===== src/rtl/nes_joypad_pkg.sv =====
// Shared definitions for the NES joypad path: button bit positions and
// the constant values used by the serializer, the HID decoder and the OSD.
package nes_joypad_pkg;

   // Bit positions inside the 8-bit button vector {R,L,D,U,Start,Select,B,A}.
   localparam int BTN_A      = 0;
   localparam int BTN_B      = 1;
   localparam int BTN_SELECT = 2;
   localparam int BTN_START  = 3;
   localparam int BTN_UP     = 4;
   localparam int BTN_DOWN   = 5;
   localparam int BTN_LEFT   = 6;
   localparam int BTN_RIGHT  = 7;

   // Value of the shift register and the effective vector out of reset.
   localparam logic [7:0] BTN_RESET_VAL = 8'h00;

   // Bit shifted in from the top, so reads past the eighth return 1.
   localparam logic SHIFT_FILL_BIT = 1'b1;

endpackage : nes_joypad_pkg


===== src/rtl/nes_autofire_gen.sv =====
// Autofire phase generator: a free-running counter of HALF cycles whose
// wrap toggles the phase. Phase 1 lets a turbo button through, 0 blocks it.
module nes_autofire_gen #(
   parameter int c_clk_hz      = 6000000,
   parameter int c_autofire_hz = 10
) (
   input  logic i_clk,
   input  logic i_rstn,
   output logic o_phase
);

   localparam int c_half  = c_clk_hz / (2 * c_autofire_hz);
   // A one-cycle half-period still needs a one-bit counter.
   localparam int c_cnt_w = (c_half > 1) ? $clog2(c_half) : 1;
   localparam logic [c_cnt_w-1:0] c_last = c_cnt_w'(c_half - 1);

   if (c_half < 1) begin : g_bad_half
      $error("nes_autofire_gen: c_clk_hz/(2*c_autofire_hz) must be at least 1");
   end

   logic [c_cnt_w-1:0] cnt_d, cnt_q;
   logic               phase_d, phase_q;

   // Next counter value and phase: toggle the phase on every wrap.
   always_comb begin
      // NOTE: every combinational output gets a default first so no path leaves it unassigned (no latch).
      cnt_d   = cnt_q + c_cnt_w'(1);
      phase_d = phase_q;
      if (cnt_q == c_last) begin
         cnt_d   = '0;
         phase_d = ~phase_q;
      end
   end

   // Counter and phase registers; phase starts at 1 so turbo buttons pass first.
   always_ff @(posedge i_clk or negedge i_rstn) begin
      if (!i_rstn) begin
         cnt_q   <= '0;
         phase_q <= 1'b1;
      end else begin
         // NOTE: sequential state uses non-blocking assignments so all flops update together.
         cnt_q   <= cnt_d;
         phase_q <= phase_d;
      end
   end

   assign o_phase = phase_q;

endmodule : nes_autofire_gen


===== src/rtl/nes_joypad_serializer.sv =====
// NES controller emulation: registers the effective button vector (autofire
// and opposite-direction masking applied) and serves it through the
// strobe / serial-read protocol of a 4021-style shift register.
module nes_joypad_serializer
   import nes_joypad_pkg::*;
#(
   parameter int c_clk_hz        = 6000000,
   parameter int c_autofire_hz   = 10,
   parameter int c_mask_opposite = 1
) (
   input  logic       i_clk,
   input  logic       i_rstn,
   input  logic [7:0] i_btn,
   input  logic [1:0] i_turbo,
   input  logic       i_strobe,
   input  logic       i_read,
   output logic       o_data,
   output logic [7:0] o_btn_eff
);

   logic       phase;
   logic [7:0] btn_eff_d, btn_eff_q;
   logic [7:0] shift_d, shift_q;

   nes_autofire_gen #(
      .c_clk_hz      (c_clk_hz),
      .c_autofire_hz (c_autofire_hz)
   ) u_autofire (
      .i_clk   (i_clk),
      .i_rstn  (i_rstn),
      .o_phase (phase)
   );

   // Effective vector: gate turbo buttons with the phase, then cancel opposite directions.
   always_comb begin
      btn_eff_d = i_btn;
      if (i_turbo[0]) btn_eff_d[BTN_A] = i_btn[BTN_A] & phase;
      if (i_turbo[1]) btn_eff_d[BTN_B] = i_btn[BTN_B] & phase;
      if (c_mask_opposite != 0) begin
         if (btn_eff_d[BTN_UP] && btn_eff_d[BTN_DOWN]) begin
            btn_eff_d[BTN_UP]   = 1'b0;
            btn_eff_d[BTN_DOWN] = 1'b0;
         end
         if (btn_eff_d[BTN_LEFT] && btn_eff_d[BTN_RIGHT]) begin
            btn_eff_d[BTN_LEFT]  = 1'b0;
            btn_eff_d[BTN_RIGHT] = 1'b0;
         end
      end
   end

   // Shift register: strobe reloads every cycle (and beats a read), a read shifts in the fill bit.
   always_comb begin
      shift_d = shift_q;
      if (i_strobe) begin
         shift_d = btn_eff_q;
      end else if (i_read) begin
         shift_d = {SHIFT_FILL_BIT, shift_q[7:1]};
      end
   end

   // Effective-vector and shift registers.
   always_ff @(posedge i_clk or negedge i_rstn) begin
      if (!i_rstn) begin
         btn_eff_q <= BTN_RESET_VAL;
         shift_q   <= BTN_RESET_VAL;
      end else begin
         btn_eff_q <= btn_eff_d;
         shift_q   <= shift_d;
      end
   end

   // The CPU samples the current bit during its read cycle; the shift lands on the next edge.
   assign o_data    = shift_q[0];
   assign o_btn_eff = btn_eff_q;

endmodule : nes_joypad_serializer

===== config.mk =====
export PLATFORM = sky130hd
export DESIGN_NAME = nes_joypad_serializer
export DESIGN_NICKNAME = d
export VERILOG_FILES = /design/src/rtl/nes_joypad_pkg.sv /design/src/rtl/nes_autofire_gen.sv /design/src/rtl/nes_joypad_serializer.sv
export SDC_FILE = /design/constraint.sdc
export NUM_CORES = 1
export LEC_CHECK = 0
export BUFFER_PORTS_ARGS = -buffer_cell sky130_fd_sc_hd__buf_2
export CAP_MARGIN = 20
export CORE_MARGIN = 5
export CORE_UTILIZATION = 55
export CTS_BUF_LIST = sky130_fd_sc_hd__clkbuf_2
export DETAILED_ROUTE_END_ITERATION = 8
export HOLD_SLACK_MARGIN = 0.03
export PLACE_DENSITY_LB_ADDON = 0.25
export SYNTH_ARGS = -nofsm -noshare
export SYNTH_HDL_FRONTEND = slang
export SYNTH_SLANG_ARGS = --single-unit

===== constraint.sdc =====
create_clock -name i_clk -period 2.3 [get_ports i_clk]
set_clock_uncertainty 0.15 [all_clocks]
set_input_delay 0 -clock i_clk [delete_from_list [all_inputs] [get_ports i_clk]]
set_output_delay 0 -clock i_clk [all_outputs]
set_load 0.02 [all_outputs]

==> run summary, run 1 <==
The run finished with clean final reports. The number of global-route vias before repair is 1,140, and the number of endpoints with negative hold slack in the final report is 0. In this run, CTS created clock tree buffers numbering 5. The number of enable flip-flop cells after synthesis was 0. Clock period minus final worst setup slack: 2082 ps. After detailed routing, the number of vias per cell comes to 5.191. TritonCTS built the clock tree.

The peak clock frequency supported by timing is 0.4804 GHz, and the routed wire length is 2.748 mm. The area fraction of the dominant cell type after synthesis is 0.5728, and the detailed-router iteration count before antenna repair is 6. The power per cell area is 603.9 mW/mm^2, and the final number of max-transition violations is 0.

The placed wire-length estimate was 1.879 mm. The most common cell after layout, fill and taps aside was sky130_fd_sc_hd__dfrtp_1. Post-layout instance count excluding filler cells: 215.

Leaving out fill and tap cells, the most frequent cells in the layout are sky130_fd_sc_hd__dfrtp_1, sky130_fd_sc_hd__buf_2, sky130_fd_sc_hd__nand2_1, sky130_fd_sc_hd__dlygate4sd3_1, sky130_fd_sc_hd__nor2_1. Dividing the detail-routed wire length by the instance count gives 12.78 um. The ratio of final minimum period to clock period works out to 0.9050. The kind of end point of the critical path is a register. The number of cells traversed by the worst register-to-register path is 5, and the synthesized net count is 155. The insertion delay to the later sink of the worst-skew pair was 370 ps; the final-layout setup total negative slack was 0 ps. The tools report the initial antenna violation count as 0. The path class of the tightest hold or removal check is input pin to asynchronous set/reset pin. The net count of the finished layout is 198. CTS built an H-tree with a depth of 2. The share of final-layout standard cells stronger than drive strength 1 came out at 0.1902. The worst register-to-register path ends at u_autofire.cnt_q[18]. The die width was 62.73 um; the count of endpoints failing setup in the final report was 0.

The tools report the maximum number of buffers from clock root to sink as 2. At the worst endpoint, the arrival time is 2250 ps. Setup repair after global routing left no endpoint under its margin.

The number of distinct library cells after synthesis came out at 26. Top flip-flop cell by instance count after synthesis: sky130_fd_sc_hd__dfrtp_1. The worst path meets setup with 218.4 ps of slack. The die outline height is 62.73 um. The run gives 0 as the leftover overflow at the end of global routing.

The peak ir drop on the vdd network was 0.4710 mV; the wire length of the first global-routing pass was 4.926 mm. Total DRC errors in the routed layout: 0. The tools report the critical path startpoint category as a register. Relative to the synthesized area, the layout overhead comes to 24.39%. STA puts the critical path data required time at 2470 ps. The overall power after layout was 1.149 mW. The cell sitting at the root of the clock tree is a sky130_fd_sc_hd__clkbuf_2. After clock tree synthesis, the flow added hold-fix buffers numbering 16. The total routing usage reported by global routing is 0.1594, and the worst-case setup slack after placement is 245.2 ps.

The tools report the detailed-route via count as 1,116. The post-synthesis async set-or-reset flop share is 1.000. The first routing iteration left 55 violations.

Once detail routing completed, the nets flagged for antenna violations numbered 0. Entering global routing, the biggest net connects 37 pins. Routability-driven placement finished with a final weighted congestion of 0.8231. The repair_antennas step left the layout with diodes totalling 0. The startpoint identified for the worst register-to-register timing path is u_autofire.cnt_q[0].

In this run, synthesis produced a sequential element count of 36. The count of placed standard cells including taps is 191, and the top-level I/O count is 23. The cell count after synthesis was 140; the mean area per synthesized cell was 10.92 sq um.

Yosys printed 0 warnings. The tools report the sequential-to-total area share from yosys stat as 0.5900. By startpoint and endpoint, the worst setup path is classified as register to register. The tools report the register-to-register path setup slack as 220 ps.

Once the clock tree was built, the resizer swapped 0 gates to a different size. For the headroom to the max-slew limit, the log shows 0.5059. The tools report the area of the placeable core as 0.002710 sq mm. Summed over all cells, the static leakage comes to 0.9005 nW. Max-cap violations in this run came to 0.

Once the clock tree was built, the setup fixing pass inserted 0 buffers. The cell type with the highest aggregate area in the netlist was sky130_fd_sc_hd__dfrtp_1. The clock net sink count is 36, and the clock-pin slew reported for the worst setup and hold paths after clock tree synthesis is 180 ps. The run gives 0.001529 sq mm as the cell area after synthesis.

After synthesis, the cell types taking the most area are sky130_fd_sc_hd__dfrtp_1, sky130_fd_sc_hd__mux2i_1, sky130_fd_sc_hd__xnor2_1, sky130_fd_sc_hd__xor2_1, sky130_fd_sc_hd__nand2_1. Buffers placed on the I/O ports in this run total 22. For the pin with the worst max-slew slack, the measured transition is 741.1 ps. In this run the worst path has a maximum fanout of 5. For the initial standard-cell utilization of the core, the log shows 0.5642.

The tools report the overall die area as 0.003934 sq mm. For the standard-cell row count, the log shows 19.
-- critical path, stage by stage, from the launching register on --
cell and delay [ps]:
sky130_fd_sc_hd__dfrtp_1 450, sky130_fd_sc_hd__ha_1 250, sky130_fd_sc_hd__nand4_1 170, sky130_fd_sc_hd__or4_1 510
sky130_fd_sc_hd__or3_1 370, sky130_fd_sc_hd__a21oi_1 140
-- layer usage --
| metal | vias up | wire, um | track usage |
|---|---|---|---|
| met5 | - | 0 | 0 |
| met4 | 0 | 25 | 0.07427 |
| met3 | 4 | 171 | 0.06835 |
| met2 | 28 | 1317 | 0.2552 |
| met1 | 525 | 1233 | 0.1831 |
| li1 | 559 | - | - |
-- flip-flops by register name (all words and copies together), names as in the netlist --
register and flops:
u_autofire.cnt_q 19, o_btn_eff 8, shift_q 8, u_autofire.o_phase 1
-- stage by stage --
step,hold slack (ps),cell area [sq um],util
3_3_place_gp,-44.59,1677,0.6187
4_1_cts,54.74,1902,0.7018
2_1_floorplan,-445.6,1529,-
6_report,44.37,1902,0.7018
3_5_place_dp,-35.75,1677,0.6187
5_1_grt,58.32,1902,0.7018
-- worst max-delay path by stage --
stage,startpoint,endpoint,slack [ps],depth (start not counted)
after CTS,u_autofire.cnt_q[0],u_autofire.cnt_q[18],210,5
after global routing,u_autofire.cnt_q[0],u_autofire.cnt_q[18],80,5
after global placement,u_autofire.cnt_q[0],u_autofire.cnt_q[18],320,5
after detailed placement,u_autofire.cnt_q[0],u_autofire.cnt_q[18],250,5
after floorplan,u_autofire.cnt_q[0],u_autofire.cnt_q[18],360,6
final,u_autofire.cnt_q[0],u_autofire.cnt_q[18],220,5
-- cell families (layout without fill, tap and decap cells) --
logic type      after synthesis  count (layout)  share of synthesized area
simple gates                 60              60                     0.1964
flops                        36              36                     0.5900
xor+xnor                     16              16                    0.09166
compound gates               14              14                    0.05237
mux                           7               7                    0.04583
buf+inv                       6              50                    0.01555
fa+ha+maj                     1               1                   0.008182
-- synth_stat cells, drive strengths merged, types with 2 or more instances --
library cell   n
dfrtp         35
nand2         17
nor2          14
o21ai          9
xnor2          8
xor2           8
mux2i          7
nand3          6
nand4          5
nor2b          5
nor3           5
clkbuf         3
a21boi         2
a21oi          2
and4           2
inv            2
nor4           2
-- area by class of cell --
cell class	instances	area (sq um)
Sequential cell	36	902.1
Fill cell	200	808.3
Multi-Input combinational cell	98	603.1
Timing Repair Buffer	40	285.3
Tap cell	31	38.79
Clock inverter	2	35.03
Clock buffer	6	30.03
Inverter	2	7.507
-- power breakdown --
| part | internal, mW | total [mW] | switching (mW) |
|---|---|---|---|
| registers | 0.654 | 0.664 | 0.0105 |
| clock network | 0.187 | 0.390 | 0.203 |
| logic | 0.0463 | 0.0940 | 0.0477 |
| total | 0.887 | 1.15 | 0.261 |
(Power assumes the default switching activity.)
==> run 2: changes to the inputs <==
PLACE_DENSITY = 0.82   (was unset)
PLACE_DENSITY_LB_ADDON = unset   (was 0.25)
TNS_END_PERCENT = 1   (was unset)
==> run 2 against run 1 <==
Maximum frequency decreased by 1.6%; highest routed layer unchanged; critical path type unchanged; clock-buffer cell count unchanged; final area decreased by 0.39%; non-clock buffer count decreased by 1; critical endpoint unchanged; final cell count decreased by 0.47%; largest power group unchanged; global-route usage increased by 0.39 points.
==> run summary, run 2 (synthesis results as in run 1) <==
The flow ran to the end, and the final reports show no timing, DRC or antenna violations. Wire length of the first global-routing pass: 5.216 mm (+5.9%). The number of global-route vias before repair came out at 1,163 (+2.0%). The final number of max-transition violations is 0 (unchanged), and the clock-pin slew reported for the worst setup and hold paths after clock tree synthesis is 180 ps (about the same). Detailed-router iteration count before antenna repair: 5 (-1).

Final weighted congestion of routability-driven global placement: 0.8545 (+3.8%). Setup repair after global routing left no endpoint under its margin. The count of H-tree levels built during CTS was 2 (unchanged). The placed wire-length estimate is 1.928 mm (+2.6%).

The count of endpoints failing setup in the final report is 0 (unchanged). The arrival time at the worst endpoint was 2260 ps (about the same). STA classifies the critical path endpoint as a register. The run gives 23 (unchanged) as the top-level I/O count.

The routed wirelength normalized by instance count works out to 13.49 um (+5.5%). The total DRC errors in the routed layout was 0 (unchanged). Critical path startpoint category: a register. The overall die area was 0.003934 sq mm (unchanged).

Peak ir drop on the vdd network: 0.4520 mV (-4.0%). The clock net sink count was 36 (unchanged). The power per cell area was 605.5 mW/mm^2 (+0.25%). The largest net degree at the start of global routing was 37 (unchanged). The clock period minus final worst setup slack is 2116 ps (+34.90 ps). The total of max-cap violations was 0 (unchanged); the die width was 62.73 um (unchanged).

The root buffer cell was sky130_fd_sc_hd__clkbuf_2. The ratio of final minimum period to clock period was 0.9202 (+0.01517). The register ranked first by flip-flop count is u_autofire.cnt_q. Largest driver fanout on the critical path: 5 (unchanged). The number of buffers inserted during clock tree synthesis is 5 (unchanged), and the count of input and output buffers is 22 (unchanged). The detail-routed via count per cell works out to 5.435 (+4.7%). The leakage power came out at 0.8963 nW (-0.47%). The run gives 360 ps (about the same) as the insertion delay to the later sink of the worst-skew pair. The number of inserted diodes came out at 0 (unchanged).

TritonCTS built the clock tree. The initial standard-cell utilization of the core was 0.5642 (unchanged); the initial antenna violation count was 0 (unchanged). The flip-flop count of the largest register, all copies and words added works out to 19 (unchanged). The area of the placeable core was 0.002710 sq mm (unchanged); the maximum number of buffers from clock root to sink was 2 (unchanged). The logs give 1,163 (+4.2%) for the detailed-route via count and 2450 ps (-20 ps) for the worst path required time. The tools report the residual antenna-violating net count after detailed routing as 0 (unchanged). The run gives 0.4725 GHz (-1.6%) as the peak clock frequency supported by timing. Die outline height: 62.73 um (unchanged). The logs give 57 (+3.6%) for the initial detailed-routing violation count and 0.04317 (-0.02518) for the met3 capacity usage during global routing. The global routing stage identified its most utilized layer as met2. The routed wire length was 2.887 mm (+5.1%); the final critical-path setup slack was 183.5 ps (-34.90 ps).

The area growth from synthesis to final layout is 23.90%, and the met2 usage in global routing is 0.2746 (+0.01943). The worst hold-check path type is input pin to asynchronous set/reset pin. The logs give 0.4934 (-0.01250) for the headroom to the max-slew limit and 0.2056 (+0.02254) for the met1 global-route usage.

The standard-cell row count is 19 (unchanged). In the layout the commonest cells are sky130_fd_sc_hd__dfrtp_1, sky130_fd_sc_hd__buf_2, sky130_fd_sc_hd__nand2_1, sky130_fd_sc_hd__dlygate4sd3_1, sky130_fd_sc_hd__nor2_1. Pin slew with the least headroom to its limit: 759.8 ps (+18.75 ps). The share of final-layout standard cells stronger than drive strength 1 was 0.1858 (-0.004425). By startpoint and endpoint, the worst setup path is classified as register to register.

Number of endpoints with negative hold slack in the final report: 0 (unchanged). The worst-case setup slack after placement was 206.9 ps (-38.31 ps); the total number of nets in the final design was 197 (-0.51%). The most common cell after layout, fill and taps aside is sky130_fd_sc_hd__dfrtp_1. The logs give 0 (unchanged) for the leftover overflow at the end of global routing and 0.1632 (+0.003866) for the total routing usage reported by global routing. The tools report the final-layout setup total negative slack as 0 ps (unchanged).
[run 2: cell count changes in the layout (fill, tap and decap cells not counted)]
cell,before,now
sky130_fd_sc_hd__buf_4,2,1
[run 2: power breakdown]
| part | leakage, nW | switching (mW) | total (mW) | internal (mW) |
|---|---|---|---|---|
| registers | 0.463 | 0.0106 | 0.665 | 0.654 |
| logic | 0.390 | 0.0481 | 0.0946 | 0.0464 |
| clock network | 0.0430 | 0.200 | 0.388 | 0.187 |
[run 2: path summary, 6_finish.rpt]
path / start / end / slack [ps] / cells past startpoint
hold reg to reg: o_btn_eff[5] / shift_q[5] / 350 / 2
hold / removal: i_rstn / shift_q[0] / 50 / 2
setup / recovery: u_autofire.cnt_q[0] / u_autofire.cnt_q[18] / 180 / 5
setup reg to reg: u_autofire.cnt_q[0] / u_autofire.cnt_q[18] / 180 / 5
max in group asynchronous: i_rstn / u_autofire.cnt_q[14] / 1440 / 2
min in group i_clk: i_btn[2] / o_btn_eff[2] / 130 / 2
[run 2: cell type report]
class / count / area, sq um
Sequential cell: 36 / 902.1
Fill cell: 201 / 815.8
Multi-Input combinational cell: 98 / 603.1
Timing Repair Buffer: 39 / 277.8
Tap cell: 31 / 38.79
Clock inverter: 2 / 35.03
Clock buffer: 6 / 30.03
Inverter: 2 / 7.507
[run 2: timing repair]
item,CTS,global route
endpoints found under the hold margin,52,0
gates resized for setup,0,0
buffers inserted,0,0
hold buffers,16,0
[run 2: stage by stage]
stage,cell area (sq um),hold WS [ps],power (mW),std cells,util
floorplan,1529,-445.6,0.7110,140,-
global placement,1669,-45.99,0.7463,190,0.6159
detailed placement,1669,-38.61,0.7498,190,0.6159
CTS,1894,76.46,1.155,214,0.6990
global route,1894,102.4,1.209,214,0.6990
finish,1894,54.27,1.147,214,0.6990
[run 2: critical path: stages, from the launching register on]
cell and delay (ps):
sky130_fd_sc_hd__dfrtp_1 440, sky130_fd_sc_hd__ha_1 230, sky130_fd_sc_hd__nand4_1 160, sky130_fd_sc_hd__or4_1 520, sky130_fd_sc_hd__or3_1 380, sky130_fd_sc_hd__a21oi_1 180
[run 2: per-layer routing]
layer / routed length [um] / vias up / share of wire
li1: - / 563 / -
met1: 1235 / 554 / 0.43
met2: 1442 / 37 / 0.50
met3: 163 / 9 / 0.056
met4: 46 / 0 / 0.016
met5: 0 / - / 0
==> run 3: changes to the inputs <==
CORE_ASPECT_RATIO = 1.1   (was unset)
==> run 3 against run 2 <==
Clock power down 35%; die area about the same; total power down 12%; sequential power about the same; hold slack better by 24 ps; non-clock buffer count up 1; setup slack better by 19 ps; combinational power up 2%; routed wire length up 6.5%; clock-buffer cell count down 1; register-to-register slack better by 20 ps; final cell count up 0.93%.
==> run summary, run 3 (synthesis results as in run 1) <==
The detailed-router iteration count before antenna repair came out at 4 (-1). The clock period minus final worst setup slack works out to 2098 ps (-18.86 ps). The tools report the critical path startpoint category as a register.

The routed wirelength normalized by instance count came out at 14.24 um (+5.5%). The detailed-route via count was 1,148 (-1.3%). The number of endpoints with negative hold slack in the final report was 0 (unchanged). The number of buffers inserted during clock tree synthesis was 5 (unchanged); the residual antenna-violating net count after detailed routing was 0 (unchanged).

The pin slew with the least headroom to its limit works out to 772.8 ps (+12.99 ps). The area growth from synthesis to final layout is 22.42%, and the count of H-tree levels built during CTS is 2 (unchanged). In the layout the commonest cells are sky130_fd_sc_hd__dfrtp_1, sky130_fd_sc_hd__buf_2, sky130_fd_sc_hd__nand2_1, sky130_fd_sc_hd__dlygate4sd3_1, sky130_fd_sc_hd__nor2_1. The critical path is of the register to register type. The ratio of final minimum period to clock period was 0.9120 (-0.008198); the area of the placeable core was 0.002728 sq mm (+0.65%).

The peak clock frequency supported by timing is 0.4767 GHz (+0.90%), and the final number of max-transition violations is 0 (unchanged). The die outline height works out to 65.30 um (+4.1%). Total routing usage reported by global routing: 0.1840 (+0.02073).

Kind of end point of the critical path: a register. For the number of inserted diodes, the log shows 0 (unchanged). The run gives 193 (+1.6%) as the count of placed standard cells including taps.

The total DRC errors in the routed layout came out at 0 (unchanged). The power per cell area is 542.2 mW/mm^2 (-10%). The clock-pin slew reported for the worst setup and hold paths after clock tree synthesis works out to 160 ps (-20 ps). The detail-routed via count per cell works out to 5.315 (-2.2%).

TritonCTS built the clock tree. Clock net sink count: 36 (unchanged). The wire length of the first global-routing pass was 5.333 mm (+2.2%); the headroom to the max-slew limit was 0.4848 (-0.008662). The total of max-cap violations was 0 (unchanged); the count of endpoints failing setup in the final report was 0 (unchanged). Top-level I/O count: 23 (unchanged). The run finished with clean final reports. The insertion delay to the later sink of the worst-skew pair is 360 ps (about the same), and the standard-cell row count is 20 (+1). The leftover overflow at the end of global routing was 0 (unchanged); the die width was 60.27 um (-3.9%). The share of final-layout standard cells stronger than drive strength 1 is 0.1749 (-0.01093).

The tightest min-delay check is of the input pin to asynchronous set/reset pin type. The maximum number of buffers from clock root to sink was 2 (unchanged). The overall die area was 0.003936 sq mm (about the same). The largest net degree at the start of global routing was 37 (unchanged). The largest driver fanout on the critical path was 5 (unchanged).

The most common cell after layout, fill and taps aside was sky130_fd_sc_hd__dfrtp_1. Setup repair after global routing left no endpoint under its margin. The logs give 0.8824 nW (-1.5%) for the leakage power and 216 (+0.93%) for the post-layout instance count excluding filler cells.

For the placed wire-length estimate, the log shows 2.118 mm (+9.9%). The flip-flop count of the largest register, all copies and words added was 19 (unchanged). The initial detailed-routing violation count is 80 (+40%), and the initial antenna violation count is 0 (unchanged). The count of input and output buffers is 22 (unchanged).

The final weighted congestion of routability-driven global placement was 0.7931 (-7.2%). The tools report the initial standard-cell utilization of the core as 0.5606 (-0.003623). The arrival time at the worst endpoint came out at 2250 ps (about the same).

The peak ir drop on the vdd network is 0.4233 mV (-6.3%), and the routed wire length is 3.075 mm (+6.5%). The final-layout setup total negative slack came out at 0 ps (unchanged). Root buffer cell: sky130_fd_sc_hd__clkbuf_2.

The logs give 1.015 mW (-12%) for the overall power after layout and 2450 ps (about the same) for the worst path required time. The tools report the utilization after layout as 0.6862 (-0.01275). Register ranked first by flip-flop count: u_autofire.cnt_q.

The tools report the total number of nets in the final design as 198 (+0.51%). The number of global-route vias before repair was 1,189 (+2.2%).
run 3: cell types whose count changed in the layout (fill, tap and decap cells not counted):
| cell | change |
|---|---|
| sky130_fd_sc_hd__bufinv_16 | -1 |
| sky130_fd_sc_hd__clkinv_2 | -1 |
| sky130_fd_sc_hd__clkbuf_2 | -1 |
| sky130_fd_sc_hd__clkinv_1 | +2 |
| sky130_fd_sc_hd__buf_4 | +1 |
run 3: path summary, 6_finish.rpt:
kind | from | end | cells after the start | slack [ps]
setup / recovery | u_autofire.cnt_q[0] | u_autofire.cnt_q[18] | 5 | 200
min in group i_clk | i_btn[3] | o_btn_eff[3] | 2 | 130
setup reg to reg | u_autofire.cnt_q[0] | u_autofire.cnt_q[18] | 5 | 200
hold / removal | i_rstn | shift_q[1] | 2 | 80
hold reg to reg | o_btn_eff[0] | shift_q[0] | 2 | 360
max in group asynchronous | i_rstn | u_autofire.cnt_q[13] | 2 | 1440
run 3: layout make-up:
cell class | count | area, sq um
Inverter | 2 | 7.507
Multi-Input combinational cell | 98 | 603.1
Sequential cell | 36 | 902.1
Clock inverter | 2 | 7.507
Fill cell | 202 | 855.8
Timing Repair Buffer | 40 | 285.3
Clock buffer | 5 | 25.02
Tap cell | 33 | 41.29
run 3: layer usage:
layer,vias to the layer above,track usage,part of all wire
met2,26,0.3203,0.52
met1,556,0.2135,0.42
met3,6,0.05305,0.053
met5,-,0,0
met4,0,0.05817,0.013
li1,560,-,-
run 3: where the power goes:
part	internal [mW]	switching, mW	leakage [nW]
Clock	0.0627	0.191	0.0239
Combinational	0.0466	0.0497	0.396
Sequential	0.654	0.0110	0.463
run 3: per-stage QoR:
step,setup WS (ps),hold WS (ps),instance area (sq um)
after floorplan,355.1,-445.6,1529
final,202.4,78.71,1872
after global placement,331.0,-48.81,1679
after CTS,207.8,79.49,1872
after global routing,79.04,88.48,1872
after detailed placement,246.3,-36.16,1679
run 3: what timing repair did:
item	CTS	global route
hold buffers	16	0
endpoints found under the hold margin	52	0
setup buffers	0	0
resized for setup	0	0
run 3: critical path, stage by stage, from the launching register on:
cell	delay (ps)
sky130_fd_sc_hd__dfrtp_1	440
sky130_fd_sc_hd__ha_1	240
sky130_fd_sc_hd__nand4_1	150
sky130_fd_sc_hd__or4_1	520
sky130_fd_sc_hd__or3_1	380
sky130_fd_sc_hd__a21oi_1	160
